$ cat config.mk
export PLATFORM = sky130hd
export DESIGN_NAME = pc_unit
export DESIGN_NICKNAME = d
export VERILOG_FILES = /design/src/rtl/pc_pkg.sv /design/src/rtl/pc_adder_n.sv /design/src/rtl/pc_unit.sv
export SDC_FILE = /design/constraint.sdc
export NUM_CORES = 1
export LEC_CHECK = 0
export CAP_MARGIN = 0
export CORE_MARGIN = 1
export CORE_UTILIZATION = 45
export CTS_CLUSTER_DIAMETER = 120
export DETAILED_ROUTE_END_ITERATION = 12
export PLACE_DENSITY = 0.72
export SETUP_SLACK_MARGIN = 0.05
export SLEW_MARGIN = 25
export SYNTH_ARGS = -nofsm -noshare
export SYNTH_HDL_FRONTEND = slang
export SYNTH_SLANG_ARGS = --single-unit
$ cat constraint.sdc
create_clock -name clk -period 8.7 [get_ports clk]
set_clock_uncertainty 0.15 [all_clocks]
set_input_delay 2.61 -clock clk [delete_from_list [all_inputs] [get_ports clk]]
set_output_delay 2.61 -clock clk [all_outputs]
set_load 0.005 [all_outputs]
$ cat src/rtl/pc_pkg.sv
// Shared defaults and next-PC select encoding for the program-counter unit.
package pc_pkg;

    localparam int unsigned PC_W_DEF = 32;
    localparam int unsigned INC_DEF  = 4;

    typedef enum logic [2:0] {
        SEL_SEQ,
        SEL_BR,
        SEL_JMP,
        SEL_PEND,
        SEL_HOLD
    } pc_sel_e;

endpackage

$ cat src/rtl/pc_adder_n.sv
// Parametrised N-bit adder with carry-in and carry-out.
module pc_adder_n #(
    parameter int unsigned N = 32
) (
    input  logic [N-1:0] i_a,
    input  logic [N-1:0] i_b,
    input  logic         i_cin,
    output logic [N-1:0] o_sum,
    output logic         o_cout
);

    logic [N:0] w_full;

    always_comb begin
        w_full = {1'b0, i_a} + {1'b0, i_b} + {{N{1'b0}}, i_cin};
    end

    assign o_sum  = w_full[N-1:0];
    assign o_cout = w_full[N];

endmodule

$ cat src/rtl/pc_unit.sv
// Registered program counter with branch/jump redirect and stall buffering.
// Optional target-alignment check enabled by defining PC_ALIGN_CHK_EN.
module pc_unit
    import pc_pkg::*;
#(
    parameter int unsigned PC_W     = PC_W_DEF,
    parameter int unsigned INC      = INC_DEF,
    parameter int unsigned RESET_PC = 0,
    parameter int unsigned BR_OFF_W = 16
) (
    input  logic                clk,
    input  logic                reset,
    input  logic                stall,
    input  logic                br_taken,
    input  logic [BR_OFF_W-1:0] br_off,
    input  logic                jmp_en,
    input  logic [PC_W-1:0]     jmp_target,
    output logic [PC_W-1:0]     pc,
    output logic [PC_W-1:0]     pc_plus,
    output logic                cout,
    output logic                redirect_pend,
    output logic                misalign
);

    logic [PC_W-1:0] r_pc;
    logic            r_pend_valid;
    logic [PC_W-1:0] r_pend_target;

    logic [PC_W-1:0] w_pc_plus;
    logic            w_cout;
    logic [PC_W-3:0] w_off_ext;
    logic [PC_W-1:0] w_off_sh;
    logic [PC_W-1:0] w_br_tgt;
    logic            w_redir;
    logic [PC_W-1:0] w_tgt;
    logic            w_bad;
    logic            w_redir_ok;
    logic [PC_W-1:0] w_pc_next;
    pc_sel_e         w_sel;

    pc_adder_n #(.N(PC_W)) u_inc_add (
        .i_a    (r_pc),
        .i_b    (PC_W'(INC)),
        .i_cin  (1'b0),
        .o_sum  (w_pc_plus),
        .o_cout (w_cout)
    );

    // Word offset is sign-extended then scaled to bytes; result wraps modulo 2^PC_W.
    assign w_off_ext = (PC_W-2)'($signed(br_off));
    assign w_off_sh  = {w_off_ext, 2'b00};

    pc_adder_n #(.N(PC_W)) u_br_add (
        .i_a    (w_pc_plus),
        .i_b    (w_off_sh),
        .i_cin  (1'b0),
        .o_sum  (w_br_tgt),
        .o_cout ()
    );

    assign w_redir = jmp_en | br_taken;
    assign w_tgt   = jmp_en ? jmp_target : w_br_tgt;

`ifdef PC_ALIGN_CHK_EN
    assign w_bad = w_redir & (|w_tgt[1:0]);
`else
    assign w_bad = 1'b0;
`endif
    assign w_redir_ok = w_redir & ~w_bad;

    // Next-PC selection: stall holds, live redirect beats a buffered one.
    always_comb begin
        w_sel = SEL_SEQ;
        if (stall)
            w_sel = SEL_HOLD;
        else if (w_redir_ok)
            w_sel = jmp_en ? SEL_JMP : SEL_BR;
        else if (r_pend_valid)
            w_sel = SEL_PEND;
    end

    always_comb begin
        w_pc_next = w_pc_plus;
        unique case (w_sel)
            SEL_SEQ:  w_pc_next = w_pc_plus;
            SEL_BR:   w_pc_next = w_br_tgt;
            SEL_JMP:  w_pc_next = jmp_target;
            SEL_PEND: w_pc_next = r_pend_target;
            SEL_HOLD: w_pc_next = r_pc;
            default:  w_pc_next = w_pc_plus;
        endcase
    end

    always_ff @(posedge clk) begin
        if (reset) begin
            r_pc          <= PC_W'(RESET_PC);
            r_pend_valid  <= 1'b0;
            r_pend_target <= '0;
        end else begin
            r_pc <= w_pc_next;
            if (stall && w_redir_ok) begin
                r_pend_target <= w_tgt;
                r_pend_valid  <= 1'b1;
            end else if (!stall) begin
                r_pend_valid  <= 1'b0;
            end
        end
    end

`ifdef PC_ALIGN_CHK_EN
    logic r_misalign;

    always_ff @(posedge clk) begin
        if (reset)
            r_misalign <= 1'b0;
        else
            r_misalign <= w_bad;
    end

    assign misalign = r_misalign;
`else
    assign misalign = 1'b0;
`endif

    assign pc            = r_pc;
    assign pc_plus       = w_pc_plus;
    assign cout          = w_cout;
    assign redirect_pend = r_pend_valid;

endmodule

-- Word level (Yosys, flattened, before mapping)
Index checks and enable logic that the tools add are counted.
- register bits after elaboration: 65
- input port bits: 53
- $add $sub $neg: 2
- equal/unequal tests: 5
- multiplexer cells: 8
- bitwise operators: 1
- reductions and logical operators: 1
- operator list (cell ; number):
    32-bit case mux with 4 select lines ; 1
    32-bit by 3-bit adder with 33-bit output (second input constant) ; 1
    32-bit adder ; 1
    32-bit 2-to-1 mux ; 1
    3-bit by 2-bit == test with 1-bit output (second input constant) ; 2
    2-bit 2-to-1 mux ; 3
    3-bit by 1-bit == test with 1-bit output (second input constant) ; 1
    3-bit == test (second input constant) ; 1
    3-bit 2-to-1 mux ; 1
    1-bit 2-to-1 mux ; 2
    2-bit by 1-bit inequality test with 1-bit output (second input constant) ; 1
    1-bit logical AND ; 1
    1-bit OR ; 1

-- Logic depth before layout (Yosys ltp)
Gate-level depths: netlist of the first run.
- depth after elaboration: 5
- depth in mapped cells: 17
- mapped depth without buffers: 17

-- By module
Synthesis of the first run repeated with hierarchy kept, for this count alone.
- cells, all modules: 903
- area total of the unflattened synthesis: 7055.5 um2
- by module, submodules not included (module ; times used ; cells an instance ; area an instance (um2) ; sequential area each (um2)):
    pc_unit ; 1 ; 411 ; 3509.6 ; 1301.2
    pc_adder_n at u_br_add ; 1 ; 259 ; 1854.3 ; 0.0
    pc_adder_n at u_inc_add ; 1 ; 233 ; 1691.6 ; 0.0

-- Least setup slack after synthesis of the first run
OpenSTA, ideal clock, no wires.
- path type: in2reg
- start: in br_off[0]
- end: reg r_pc[22] (netlist: pc[22])
- data arrival time: 4606 ps
- required time: 8434 ps
- path slack: 3828 ps
- cell stages on the path: 12
- path through: ha_1 > inv_1 > fa_1 > nor2b_1 > o31a_1 > o21a_1 > o211ai_2 > and2_1 > o31ai_1 > xnor2_1 > o221ai_1 > o211a_1
- word-level cells in the longest chain between the ends: 2
- ends and longest elaborated chain (item ; RTL line ; source):
    from (decl) ; pc_unit.sv:15 ; input logic [BR_OFF_W-1:0] br_off,
    32-bit adder ; pc_adder_n.sv:15 ; w_full = {1'b0, i_a} + {1'b0, i_b} + {{N{1'b0}}, i_cin};
    32-bit case mux with 4 select lines ; pc_unit.sv:84 ; unique case (w_sel)
    to (signal assigned) ; pc_unit.sv:96 ; r_pc <= PC_W'(RESET_PC);
    to (signal assigned) ; pc_unit.sv:100 ; r_pc <= w_pc_next;
    to (decl) ; pc_unit.sv:25 ; logic [PC_W-1:0] r_pc;
Every way passes these cells.
A chain may end at the register's enable or synchronous reset.

-- Worst setup path after layout of the first run
- start: reg r_pc[2] (netlist: pc[2])
- end: out pc_plus[26]
- word-level cells in the longest chain between the ends: 1
- ends and longest elaborated chain (item ; RTL line ; source):
    32-bit by 3-bit adder with 33-bit output ; pc_adder_n.sv:15 ;
    to (decl) ; pc_unit.sv:19 ; output logic [PC_W-1:0] pc_plus,
Every way passes these cells.

==> out/results.env, run 1 <==
CLK-INSERTION-DELAY-LATE_NS=0.33
SYNTH_ENABLE_FLOP_CELLS=0
SYNTHESIS.AREA_MM2=0.00564
PERIOD_SHARE_PCT=73.8
WORST-ENDPOINT-ARRIVAL_NS=3.66
WORST_PIN_SLEW_NS=1.02
DETAILED_PLACE_HPWL_UM=14600
DESIGN.PORTCOUNT=120
POST_SYNTH_MAIN_AREA_CONTRIBUTORS='sky130_fd_sc_hd__dfxtp_1 23%, sky130_fd_sc_hd__ha_1 8.0%, sky130_fd_sc_hd__a21oi_1 6.7%'
SYNTH_SEQ_CELLS=65
ASYNCSETRESETFLOPFRACSYNTH_PCT=0
SETUP_TOTAL_NEGATIVE_SLACK_NS=0
CLKSLEWWORSTSETUPHOLDPATHS_NS=0.06
CELLPOWERDENSITY_mW_PER_MM2=160
POST_CTS_RESIZE_COUNT=0
SLEW_VIOLATIONS=0
FINAL_HOLD_VIOL_COUNT=0
MIN_PATH_TYPE='reg2reg'
START_UTIL_PCT=46.6
PLACE_INST=999
RUN_STATUS='complete, no violations'
GRTUSAGEMET2_PCT=48.1
GLOBALROUTEOVERFLOWTOTAL=0
CRITICAL_PATH.STARTPOINT_TYPE='flop'
DIE_H_UM=114
FINAL_NET_COUNT=932
POST-SYNTH-TOP-AREA-CELL='sky130_fd_sc_hd__dfxtp_1'
FLOORPLAN.DIE_AREA_MM2=0.0130
WIRE_LENGTH_OF_THE_FIRST_GLOBAL_ROUTING_PASS_UM=31000
TOTALWIRELENGTH_UM=19900
ROUTE.DETAILED.VIAS_PER_INST=6.19
SYNTH.YOSYS.SEQ_AREA_SHARE_PCT=23.1
CRIT_CHAIN='ha_1, nand4_1, nor3_2, nand2_1, nor3_4, nand3_1, xnor2_1, clkdlybuf4s50_1'
TOTAL_NETS_AFTER_SYNTHESIS=842
POSTCTSHOLDBUFS=0
MAX_FREQ_GHz=0.156
SYN_INST=752
CRITICAL-PATH-TOP-DELAY-FAMILY='simple AND/OR/NAND/NOR gates'
CRITPATHREQUIREDTIME_NS=5.94
IO_BUFFERS=118
CTS_ROOT_BUFFER='sky130_fd_sc_hd__clkbuf_16'
ANT_NETS=0
AREA_GROWTH_SYN_TO_LAYOUT_PCT=27.4
SYNTH_MUX_AREA_SHARE_PCT=1.97
SYNTH-WARNING-COUNT=0
GLOBAL_ROUTE.USAGE.MET1_PCT=43.7
MAX_CAP_VIOLATIONS=0
FINALPOWER_mW=1.15
POSTLAYOUTSETUPSLACKWORST_NS=2.28
SETUP_VIOL=0
VIAS=6279
SYN-MEAN-INSTANCE-AREA_UM2=7.50
TIMING.SETUP.CRITICAL_PATH_CLASS='reg2out'
SYNTH_CELL_TYPE_COUNT=77
POST_SYNTH_FA_HA_MAJ_AREA_FRACTION_PCT=8.34
POST_DRT_WL_PER_CELL_UM=19.6
DP_SLACK_NS=2.64
GRT_MOST_USED_LAYER='met2'
CORE_MM2=0.0121
MAXIMUM_CLOCK_PATH_BUFFER_COUNT=2
FINAL-INSTANCE-COUNT-EXCL-FILL=1015
PIN_COUNT_OF_THE_BIGGEST_NET_ENTERING_GLOBAL_ROUTING=70
GRT_ANTENNA_BEFORE_REPAIR=0
INSERTEDDIODECOUNT=0
FINALWEIGHTEDCONGESTION=0.895
CTS_HTREE_LEVELS=3
CTS_TREE='yes'
SYNTH_TOP_FAMILY_BY_AREA='compound AO/OA/AOI/OAI gates'
STD_CELL_ROWS=40
POST-CTS-SETUP-BUFFERS=0
GLOBALROUTETOTALUTIL_PCT=30.6
LAYOUT-DRIVE-GT1-SHARE_PCT=6.49
CTS.SINKS=65
VIA_COUNT_OF_THE_FIRST_GLOBAL_ROUTING_PASS=5868
COMPLEX_GATE_FRACTION_OF_THE_SYNTHESIZED_AREA_PCT=29.4
POST-ROUTE-MIN-PERIOD_NS=6.42
IRDROPWORSTVDD_mV=0.124
CPPEAKSTAGEDELAY_NS=0.59
YOSYS.AREA_SHARE.SIMPLE_PCT=23.5
POST_SYNTHESIS_SHARE_OF_CELL_AREA_SPENT_ON_XOR_AND_XNOR_GATES_PCT=7.90
REMAINING_DRC_ERRORS=0
YOSYS.AREA.TOP_TYPE_SHARE_PCT=23.1
WORST_PATH_MAX_DELAY_CELL='sky130_fd_sc_hd__clkdlybuf4s50_1'
FP.DIEW_UM=114
CRITICAL_PATH_PEAK_FANOUT=7
HOLD_WS_NS=0.316
LAYOUT.FILLER_CELLS=1127
FIRST_PASS_ITERS=6
TIMING.SLEW.HEADROOM_PCT=32.3
MET3_USAGE_PCT=4.57
CRIT_PATH_CAPTURE_TYPE='output pin'
CRITICAL_PATH_BUF_INV_COUNT=1
DRT_ITER0_MARKERS=779
SYNTH_FLOP_CELL='sky130_fd_sc_hd__dfxtp_1'
TRITONCTS.NUM_BUFFERS=9
LEAKAGE_nW=2.89
GRT_SETUP_UNREPAIRED='false'
==> cells in the mapped netlist (4+ instances only) <==
| cell | instances |
|---|---|
| sky130_fd_sc_hd__nor2_1 | 91 |
| sky130_fd_sc_hd__a21oi_1 | 76 |
| sky130_fd_sc_hd__nand2_1 | 67 |
| sky130_fd_sc_hd__dfxtp_1 | 65 |
| sky130_fd_sc_hd__o21ai_0 | 43 |
| sky130_fd_sc_hd__ha_1 | 36 |
| sky130_fd_sc_hd__clkbuf_1 | 29 |
| sky130_fd_sc_hd__xnor2_1 | 27 |
| sky130_fd_sc_hd__xor2_1 | 22 |
| sky130_fd_sc_hd__inv_1 | 21 |
| sky130_fd_sc_hd__nand3_1 | 21 |
| sky130_fd_sc_hd__a211oi_1 | 19 |
| sky130_fd_sc_hd__nor3_1 | 14 |
| sky130_fd_sc_hd__a221oi_1 | 13 |
| sky130_fd_sc_hd__a21o_1 | 12 |
| sky130_fd_sc_hd__a31oi_1 | 12 |
| sky130_fd_sc_hd__o21ai_1 | 12 |
| sky130_fd_sc_hd__mux2i_1 | 10 |
| sky130_fd_sc_hd__and3_1 | 8 |
| sky130_fd_sc_hd__nor2b_1 | 7 |
| sky130_fd_sc_hd__o211ai_1 | 7 |
| sky130_fd_sc_hd__or3_1 | 7 |
| sky130_fd_sc_hd__buf_2 | 6 |
| sky130_fd_sc_hd__nand4_1 | 6 |
| sky130_fd_sc_hd__o21a_1 | 6 |
| sky130_fd_sc_hd__a2111oi_0 | 5 |
| sky130_fd_sc_hd__and2_1 | 5 |
| sky130_fd_sc_hd__clkbuf_8 | 5 |
| sky130_fd_sc_hd__o31ai_1 | 5 |
| sky130_fd_sc_hd__a221o_1 | 4 |
| sky130_fd_sc_hd__a22oi_1 | 4 |
| sky130_fd_sc_hd__a41oi_1 | 4 |
| sky130_fd_sc_hd__and4_1 | 4 |
| sky130_fd_sc_hd__buf_1 | 4 |
| sky130_fd_sc_hd__nand2b_1 | 4 |
| sky130_fd_sc_hd__o211a_1 | 4 |
==> state kept, by name (all words and copies together), names as in the netlist <==
name	cells
r_pend_target	32
pc	32
redirect_pend	1
==> worst reg2reg max path, cell delays in order, from the launching register on <==
cell and delay, ns:
sky130_fd_sc_hd__dfxtp_1 0.52, sky130_fd_sc_hd__ha_1 0.29, sky130_fd_sc_hd__nand4_1 0.29, sky130_fd_sc_hd__nor3_2 0.50, sky130_fd_sc_hd__nand2_1 0.21, sky130_fd_sc_hd__nor3_4 0.39
sky130_fd_sc_hd__nand3_1 0.15, sky130_fd_sc_hd__xnor2_1 0.41, sky130_fd_sc_hd__ha_1 0.29, sky130_fd_sc_hd__nand4_1 0.15, sky130_fd_sc_hd__nor4b_1 0.38, sky130_fd_sc_hd__a21oi_2 0.13
sky130_fd_sc_hd__o311ai_1 0.36, sky130_fd_sc_hd__xnor2_1 0.16, sky130_fd_sc_hd__nor3_1 0.27, sky130_fd_sc_hd__nor3_2 0.08
==> cell type report <==
type,instances,area [µm²],share of cell area (%)
multi-input combinational,619,4020,55.9
sequential,65,1300,18.1
timing repair buffer,126,1230,17.1
clock buffer,9,225,3.14
tap,168,210,2.93
clock inverter,7,118,1.64
inverter,21,78.8,1.10
==> metrics by stage <==
step           utilization (%)  area (µm²)
3_3_place_gp              56.5        6840
6_report                  59.3        7180
4_1_cts                   59.3        7180
5_1_grt                   59.3        7180
3_5_place_dp              56.5        6840
2_1_floorplan                -        5640
==> placed cells by master (no fill, tap or decap), drive strengths merged, types with 19 or more instances in the layout <==
| cell type | n |
|---|---|
| a211oi | 19 |
| a21oi | 77 |
| clkdlybuf4s50 | 116 |
| dfxtp | 65 |
| ha | 36 |
| inv | 22 |
| nand2 | 70 |
| nand3 | 23 |
| nor2 | 94 |
| nor3 | 20 |
| o21ai | 55 |
| xnor2 | 27 |
| xor2 | 23 |
==> cells by family after synthesis <==
family	count (synthesis)
compound gates	255
xor+xnor	50
fa+ha+maj	37
buf+inv	68
flops	65
mux	11
other cells	1
simple gates	265
==> report_power, final <==
part           leakage [nW]  switching, mW  internal, mW
registers             0.538         0.0316         0.323
logic                  2.18          0.203         0.164
clock network         0.170          0.147         0.281
total                  2.89          0.381         0.767
==> final timing paths <==
| kind | start | to | slack, ns | cells past startpoint |
|---|---|---|---|---|
| setup / recovery | pc[2] | pc_plus[26] | 2.28 | 8 |
| hold / removal | r_pend_target[3] | r_pend_target[3] | 0.32 | 2 |
| setup reg to reg | pc[2] | r_pend_target[31] | 3.85 | 15 |
| hold reg to reg | r_pend_target[3] | r_pend_target[3] | 0.32 | 2 |
==> per-layer routing <==
layer  routed length (µm)  part of all wire (%)
met5                    0                     0
met4                  206                   1.0
met3                 2060                    10
met2                 8860                    45
met1                 8740                    44
Note: power is estimated with default switching activity, not from simulation.
==> inputs of run 2 (changes only) <==
PLACE_DENSITY = 0.75   (was 0.72)
clock period = 5.9 ns   (was 8.7 ns; I/O delays follow)
==> run 2 against run 1 <==
Compared with the run above: wire length up 0.94%; utilization grew 0.22 points; register-to-register slack got worse by 3.0 ns; critical path type unchanged; via count grew 2.9%; combinational power is 49% higher; sequential power up 48%; largest cell class unchanged; die area did not move; clock-buffer cell count did not move.
==> out/results.env, run 2 (synthesis results as in run 1) <==
STD_CELL_ROWS=40  # unchanged
CTS_HTREE_LEVELS=3  # unchanged
CPPEAKSTAGEDELAY_NS=0.56  # -0.03 ns
POWER_SWITCHING_mW=0.566  # +48%
TIMING.CRITICAL_PATH.FROM='pc[2]'
GRT_ANTENNA_BEFORE_REPAIR=0  # unchanged
WIRE_LENGTH_OF_THE_FIRST_GLOBAL_ROUTING_PASS_UM=31700  # +2.4%
CRITICAL_PATH_BUF_INV_COUNT=1  # unchanged
LAYOUT.FILLER_CELLS=1143  # +1.4%
PERIOD_SHARE_PCT=91.6
CRIT_PATH_CAPTURE_TYPE='output pin'
MET2_ROUTED_WIRELENGTH_UM=8820  # -0.43%
SLEW_VIOLATIONS=0  # unchanged
NETSWITCHINGFRACTION_PCT=34.1  # +0.91 points
DETAILED_PLACE_HPWL_UM=14500  # -1.1%
CORE_MM2=0.0121  # unchanged
GRT_SETUP_UNREPAIRED='false'
AREA_GROWTH_SYN_TO_LAYOUT_PCT=27.8
FINAL_NET_COUNT=938  # +0.64%
ANT_NETS=0  # unchanged
FINAL-INSTANCE-COUNT-EXCL-FILL=1021  # +0.59%
POST-ROUTE-MIN-PERIOD_NS=5.40
VIAS=6461  # +2.9%
FLOORPLAN.DIE_AREA_MM2=0.0130  # unchanged
PWR-SHARE-COMB_PCT=32.8  # +0.9 points
POST_DRT_WL_PER_CELL_UM=19.6  # +0.35%
CRITICAL_PATH_PEAK_FANOUT=7  # unchanged
FINALPOWER_mW=1.66  # +44%
PLACE_INST=1005  # +0.60%
COMMONEST_CELLS_AFTER_ROUTING_FILL_AND_TAPS_ASIDE='116 x sky130_fd_sc_hd__clkdlybuf4s50_1, 90 x sky130_fd_sc_hd__nor2_1, 76 x sky130_fd_sc_hd__a21oi_1'
IO_BUFFERS=118  # unchanged
PIN_COUNT_OF_THE_BIGGEST_NET_ENTERING_GLOBAL_ROUTING=53  # -24%
CRIT_CHAIN='ha_1, nand4_1, nor3_2, nand2_1, nor3_4, nand3_1, xnor2_1, clkdlybuf4s50_1'
ROUTE.DETAILED.VIAS_PER_INST=6.33  # +2.3%
TRITONCTS.NUM_BUFFERS=9  # unchanged
GLOBALROUTETOTALUTIL_PCT=31.1  # +0.48 points
MAXIMUM_CLOCK_PATH_BUFFER_COUNT=2  # unchanged
WORST_HOLD_STARTPOINT='r_pend_target[17]'
TIMING.SLEW.HEADROOM_PCT=28.2  # -4.1 points
INTERNAL_POWER_mW=1.09  # +43%
P_SEQ_SHARE_PCT=31.5  # +0.6 points
WORST-ENDPOINT-ARRIVAL_NS=3.48  # -0.18 ns
WORST_PATH_MAX_DELAY_CELL='sky130_fd_sc_hd__clkdlybuf4s50_1'
POST_CTS_RESIZE_COUNT=0  # unchanged
MET1WIRELENGTH_UM=8400  # -3.9%
DRT_ITER0_MARKERS=774  # -0.64%
CELLPOWERDENSITY_mW_PER_MM2=230  # +44%
MOSTFREQUENTLAYOUTCELL='sky130_fd_sc_hd__clkdlybuf4s50_1'
TIMING.SETUP.CRITICAL_PATH_CLASS='reg2out'
CTS_TREE='yes'
CTS_ROOT_BUFFER='sky130_fd_sc_hd__clkbuf_16'
CLK-INSERTION-DELAY-LATE_NS=0.34  # about the same
PLACED_AREA_MM2=0.00688  # +0.62%
POST-CTS-SETUP-BUFFERS=0  # unchanged
HIGHEST_LAYER='met4'
CRITICAL_PATH.STARTPOINT_TYPE='flop'
TOTALWIRELENGTH_UM=20100  # +0.94%
FINAL_HOLD_VIOL_COUNT=0  # unchanged
FINISH.INSTANCE_AREA_MM2=0.00721  # +0.37%
MAX_FREQ_GHz=0.185
FIRST_PASS_ITERS=6  # unchanged
SETUP_VIOL=0  # unchanged
MAX_CAP_VIOLATIONS=0  # unchanged
CLKSLEWWORSTSETUPHOLDPATHS_NS=0.06  # about the same
WORST_R2R_STARTPOINT='pc[2]'
SETUP_TOTAL_NEGATIVE_SLACK_NS=0  # unchanged
RUN_STATUS='complete, no violations'
REMAINING_DRC_ERRORS=0  # unchanged
DESIGN.PORTCOUNT=120  # unchanged
FP.DIEW_UM=114  # unchanged
WORST_PIN_SLEW_NS=1.07  # +0.0589 ns
START_UTIL_PCT=46.6  # unchanged
POSTCTSHOLDBUFS=0  # unchanged
GLOBALROUTEOVERFLOWTOTAL=0  # unchanged
MIN_PATH_TYPE='reg2reg'
CRITICAL-PATH-TOP-DELAY-FAMILY='simple AND/OR/NAND/NOR gates'
LAYOUT-DRIVE-GT1-SHARE_PCT=7.03  # +0.54 points
WL_MET3_UM=2280  # +11%
CRITPATHREQUIREDTIME_NS=3.98  # -1.96 ns
LEAKAGE_nW=2.90  # +0.45%
CTS.SINKS=65  # unchanged
IRDROPWORSTVDD_mV=0.117  # -5.5%
DIE_H_UM=114  # unchanged
FINALWEIGHTEDCONGESTION=0.949  # +6.0%
VIA_COUNT_OF_THE_FIRST_GLOBAL_ROUTING_PASS=6138  # +4.6%
CLOCK_POWER_SHARE_PCT=35.6  # -1.6 points
INSERTEDDIODECOUNT=0  # unchanged
-- run 2: through the flow --
step	worst slack, ns	hold slack, ns	utilization, %
finish	0.496	0.303	59.5
global route	0.317	0.343	59.5
CTS	0.503	0.302	59.5
detailed placement	0.864	0.295	56.8
global placement	0.988	0.289	56.8
floorplan	1.87	0.279	-
-- run 2: final cells by class --
| cell class | instances | area (µm²) | area share, % |
|---|---|---|---|
| well taps | 168 | 210 | 2.92 |
| multi-input cells | 619 | 4020 | 55.7 |
| repair buffers | 132 | 1280 | 17.7 |
| inverters | 21 | 78.8 | 1.09 |
| flip-flops and latches | 65 | 1300 | 18.0 |
| clock inverters | 7 | 101 | 1.41 |
| clock buffers | 9 | 225 | 3.12 |
-- run 2: tightest hold or removal path: stages (launching register included) --
cell and delay [ns]:
sky130_fd_sc_hd__dfxtp_1 0.31, sky130_fd_sc_hd__nand2_1 0.05, sky130_fd_sc_hd__a21oi_1 0.05
-- run 2: final timing paths --
path,depth (start not counted),endpoint,slack [ns]
min reg2reg,2,r_pend_target[17],0.30
max reg2reg,17,pc[27],0.85
min,2,r_pend_target[17],0.30
max,8,pc_plus[26],0.50
-- run 2: routing by layer --
layer / track usage, % / vias to the layer above
li1: - / 2947
met1: 43.2 / 3019
met2: 47.7 / 434
met3: 5.53 / 61
met4: 12.1 / 0
met5: 0 / -
-- run 2: power groups by stage --
stage                     clock (mW)  sequential, mW  combinational (mW)
after detailed placement           0           0.530               0.527
after CTS                      0.594           0.521               0.531
after global routing           0.612           0.528               0.589
after global placement             0           0.528               0.511
final                          0.591           0.523               0.545
after floorplan                    0           0.514               0.331
==> inputs of run 3 (changes only) <==
ABC_AREA = 1   (was not set)
PLACE_DENSITY = 0.73   (was 0.75)
==> run 3 against run 2 <==
Compared with the run above: synthesized area increased by 11%; register-to-register slack improved by 1.4 ns; clock-buffer cell count increased by 1; largest power group is now combinational logic; final cell count increased by 33%; non-clock buffer count decreased by 4; sequential share of layout area decreased by 1.6 points; critical path depth increased by 1; hold slack improved by 0.012 ns; sequential cell count unchanged; clock power increased by 1%; total power increased by 4.7%.
==> out/results.env, run 3 <==
RUN_STATUS='complete, no violations'
POST_CTS_RESIZE_COUNT=0  # unchanged
VIA_COUNT_OF_THE_FIRST_GLOBAL_ROUTING_PASS=6949  # +13%
CTS_TREE='yes'
SYNTH_TOP_CELLS_BY_COUNT='362 x sky130_fd_sc_hd__nand2_1, 127 x sky130_fd_sc_hd__inv_1, 97 x sky130_fd_sc_hd__nor2_1, 90 x sky130_fd_sc_hd__a21oi_1, 65 x sky130_fd_sc_hd__dfxtp_1'
IRDROPWORSTVDD_mV=0.155  # +32%
POST-SYNTH-TOP-AREA-CELL='sky130_fd_sc_hd__nand2_1'
GRT_SETUP_UNREPAIRED='false'
COMMONEST_CELLS_AFTER_ROUTING_FILL_AND_TAPS_ASIDE='362 x sky130_fd_sc_hd__nand2_1, 127 x sky130_fd_sc_hd__inv_1, 118 x sky130_fd_sc_hd__clkdlybuf4s50_1'
SETUP_VIOL=0  # unchanged
FIRST_PASS_ITERS=5  # -1
SETUP_SLACK_REG_TO_REG_NS=2.20  # +1.35 ns
POST-ROUTE-MIN-PERIOD_NS=4.63  # -0.779 ns
FINAL_HOLD_VIOL_COUNT=0  # unchanged
HIGHEST_LAYER='met4'
GLOBALROUTETOTALUTIL_PCT=33.7  # +2.6 points
POST_SYNTH_MAIN_AREA_CONTRIBUTORS='sky130_fd_sc_hd__nand2_1 22%, sky130_fd_sc_hd__dfxtp_1 21%, sky130_fd_sc_hd__inv_1 7.6%'
CRITICAL_PATH.STARTPOINT_TYPE='flop'
YOSYS.AREA_SHARE.SIMPLE_PCT=37.6  # +14 points
SYNTHESIS.AREA_MM2=0.00628  # +11%
MET1WIRELENGTH_UM=10200  # +22%
LAYOUT-DRIVE-GT1-SHARE_PCT=4.67  # -2.4 points
SYNTH_SEQ_CELLS=65  # unchanged
TOTALWIRELENGTH_UM=23800  # +18%
REMAINING_DRC_ERRORS=0  # unchanged
SYNTH_ENABLE_FLOP_CELLS=0  # unchanged
MAX_FREQ_GHz=0.216  # +17%
SYNTH-WARNING-COUNT=0  # unchanged
WORST_HOLD_STARTPOINT='r_pend_target[18]'
FP.DIEW_UM=120  # +5.4%
POST-CTS-SETUP-BUFFERS=0  # unchanged
MAX_CAP_VIOLATIONS=0  # unchanged
CRITICAL_PATH_PEAK_FANOUT=5  # -2
SYNTH.YOSYS.SEQ_AREA_SHARE_PCT=20.7  # -2.3 points
POST_SYNTH_FA_HA_MAJ_AREA_FRACTION_PCT=7.49  # -0.85 points
SYNTH_MUX_AREA_SHARE_PCT=0  # -2.0 points
FLOORPLAN.DIE_AREA_MM2=0.0144  # +11%
SYNTH_FLOP_CELL='sky130_fd_sc_hd__dfxtp_1'
VIAS=7471  # +16%
STD_CELL_ROWS=42  # +5.0%
DETAILED_PLACE_HPWL_UM=18500  # +27%
SYN-MEAN-INSTANCE-AREA_UM2=5.87  # -22%
DIE_H_UM=120  # +5.4%
CLK-INSERTION-DELAY-LATE_NS=0.34  # about the same
POST_DRT_WL_PER_CELL_UM=17.6  # -11%
START_UTIL_PCT=46.8  # +0.28 points
DRT_ITER0_MARKERS=826  # +6.7%
PERIOD_SHARE_PCT=78.4  # -13 points
YOSYS.AREA.TOP_TYPE_SHARE_PCT=21.6  # -1.4 points
CRIT_PATH_CAPTURE_TYPE='output pin'
TIMING.SETUP.CRITICAL_PATH_CLASS='reg2out'
SETUP_TOTAL_NEGATIVE_SLACK_NS=0  # unchanged
PIN_COUNT_OF_THE_BIGGEST_NET_ENTERING_GLOBAL_ROUTING=38  # -28%
LEAKAGE_nW=3.78  # +30%
GLOBALROUTEOVERFLOWTOTAL=0  # unchanged
POSTCTSHOLDBUFS=0  # unchanged
ROUTE.DETAILED.VIAS_PER_INST=5.52  # -13%
TIMING.SLEW.HEADROOM_PCT=30.9  # +2.7 points
COMPLEX_GATE_FRACTION_OF_THE_SYNTHESIZED_AREA_PCT=18.2  # -11 points
FINALWEIGHTEDCONGESTION=1.01  # +6.6%
ANT_NETS=0  # unchanged
SYNTH_CELL_TYPE_COUNT=45  # -42%
WORST-ENDPOINT-ARRIVAL_NS=2.71  # -0.77 ns
IO_BUFFERS=118  # unchanged
TOTAL_NETS_AFTER_SYNTHESIS=1159  # +38%
WIRE_LENGTH_OF_THE_FIRST_GLOBAL_ROUTING_PASS_UM=37100  # +17%
WORSTHOLDPATHCELLS=2  # unchanged
POST_SYNTHESIS_SHARE_OF_CELL_AREA_SPENT_ON_XOR_AND_XNOR_GATES_PCT=5.66  # -2.2 points
CELLPOWERDENSITY_mW_PER_MM2=219  # -4.8%
SYN_INST=1069  # +42%
COUNT_OF_CELLS_ALONG_THE_WORST_REGISTER_TO_REGISTER_PATH=17  # unchanged
CLKSLEWWORSTSETUPHOLDPATHS_NS=0.06  # about the same
INSERTEDDIODECOUNT=0  # unchanged
CTS_HTREE_LEVELS=3  # unchanged
SYNTH_TOP_FAMILY_BY_AREA='simple AND/OR/NAND/NOR gates'
MAXIMUM_CLOCK_PATH_BUFFER_COUNT=2  # unchanged
MIN_PATH_TYPE='reg2reg'
AREA_GROWTH_SYN_TO_LAYOUT_PCT=26.4
FINAL_NET_COUNT=1262  # +35%
MET2_ROUTED_WIRELENGTH_UM=10400  # +18%
HOLD_WS_NS=0.315  # +0.0118 ns
R2R-END='pc[16]'
CRITPATHREQUIREDTIME_NS=3.98  # about the same
SLEW_VIOLATIONS=0  # unchanged
WORST_PIN_SLEW_NS=1.04  # -0.0383 ns
GRT_ANTENNA_BEFORE_REPAIR=0  # unchanged
WHS_ENDPOINT='r_pend_target[18]'
TRITONCTS.NUM_BUFFERS=9  # unchanged
WL_MET3_UM=2360  # +3.2%
CTS_ROOT_BUFFER='sky130_fd_sc_hd__clkbuf_16'
MOSTFREQUENTLAYOUTCELL='sky130_fd_sc_hd__nand2_1'
CORE_MM2=0.0134  # +11%
ASYNCSETRESETFLOPFRACSYNTH_PCT=0  # unchanged
DESIGN.PORTCOUNT=120  # unchanged
CTS.SINKS=65  # unchanged
WORST_R2R_STARTPOINT='pc[3]'
SYNTH_MOST_COMMON_CELL='sky130_fd_sc_hd__nand2_1'
-- run 3: power breakdown --
group / internal (mW) / switching, mW / total (mW)
Sequential: 0.476 / 0.0442 / 0.521
Combinational: 0.243 / 0.378 / 0.621
Clock: 0.382 / 0.215 / 0.597
-- run 3: critical path, cell delays in order, from the launching register on --
cell and delay [ns]:
sky130_fd_sc_hd__dfxtp_1 0.41, sky130_fd_sc_hd__inv_1 0.16, sky130_fd_sc_hd__nor2_4 0.18, sky130_fd_sc_hd__nand2_4 0.09, sky130_fd_sc_hd__nor2_4 0.12, sky130_fd_sc_hd__nand2_4 0.10
sky130_fd_sc_hd__nor2_1 0.21, sky130_fd_sc_hd__nand2_1 0.10, sky130_fd_sc_hd__xor2_1 0.41, sky130_fd_sc_hd__clkdlybuf4s50_1 0.59
-- run 3: kinds of logic (layout without fill, tap and decap cells) --
group / count (synthesis) / after routing
AND/OR/NAND/NOR: 563 / 563
XOR/XNOR: 38 / 38
AO/OA/AOI/OAI: 198 / 198
buffers and inverters: 167 / 275
adder cells (fa/ha/maj): 37 / 37
flip-flops: 65 / 65
other: 1 / 1
-- run 3: cell type report --
class | instances | area [µm²]
Inverter | 131 | 492
Clock buffer | 10 | 239
Fill cell | 1362 | 5470
Multi-Input combinational cell | 837 | 4330
Sequential cell | 65 | 1300
Tap cell | 176 | 220
Timing Repair Buffer | 128 | 1260
Clock inverter | 6 | 91.3
-- run 3: per-stage QoR --
stage	worst slack, ns	std cells	power (mW)	instance area, µm²	utilization (%)
after floorplan	2.40	1069	0.873	6280	-
after global placement	1.07	1337	1.13	7600	56.7
after global routing	1.12	1353	1.82	7930	59.2
after CTS	1.27	1353	1.72	7930	59.2
after detailed placement	1.09	1337	1.13	7600	56.7
final	1.27	1353	1.74	7930	59.2
-- run 3: per-layer routing --
layer  vias to the layer above  track usage (%)
met4                         0             14.8
met5                         -                0
met1                      3357             45.2
met3                        55             5.85
li1                       3653                -
met2                       406             52.6
-- run 3: worst max-delay path by stage --
stage / endpoint / depth (start not counted) / slack (ns) / from
after global routing: pc_plus[17] / 9 / 1.12 / pc[2]
after global placement: r_pend_target[19] / 11 / 1.07 / br_off[15]
after detailed placement: r_pend_target[19] / 11 / 1.09 / br_off[15]
after CTS: pc_plus[17] / 9 / 1.27 / pc[2]
final: pc_plus[17] / 9 / 1.27 / pc[2]
after floorplan: r_pend_target[18] / 14 / 2.40 / br_off[0]
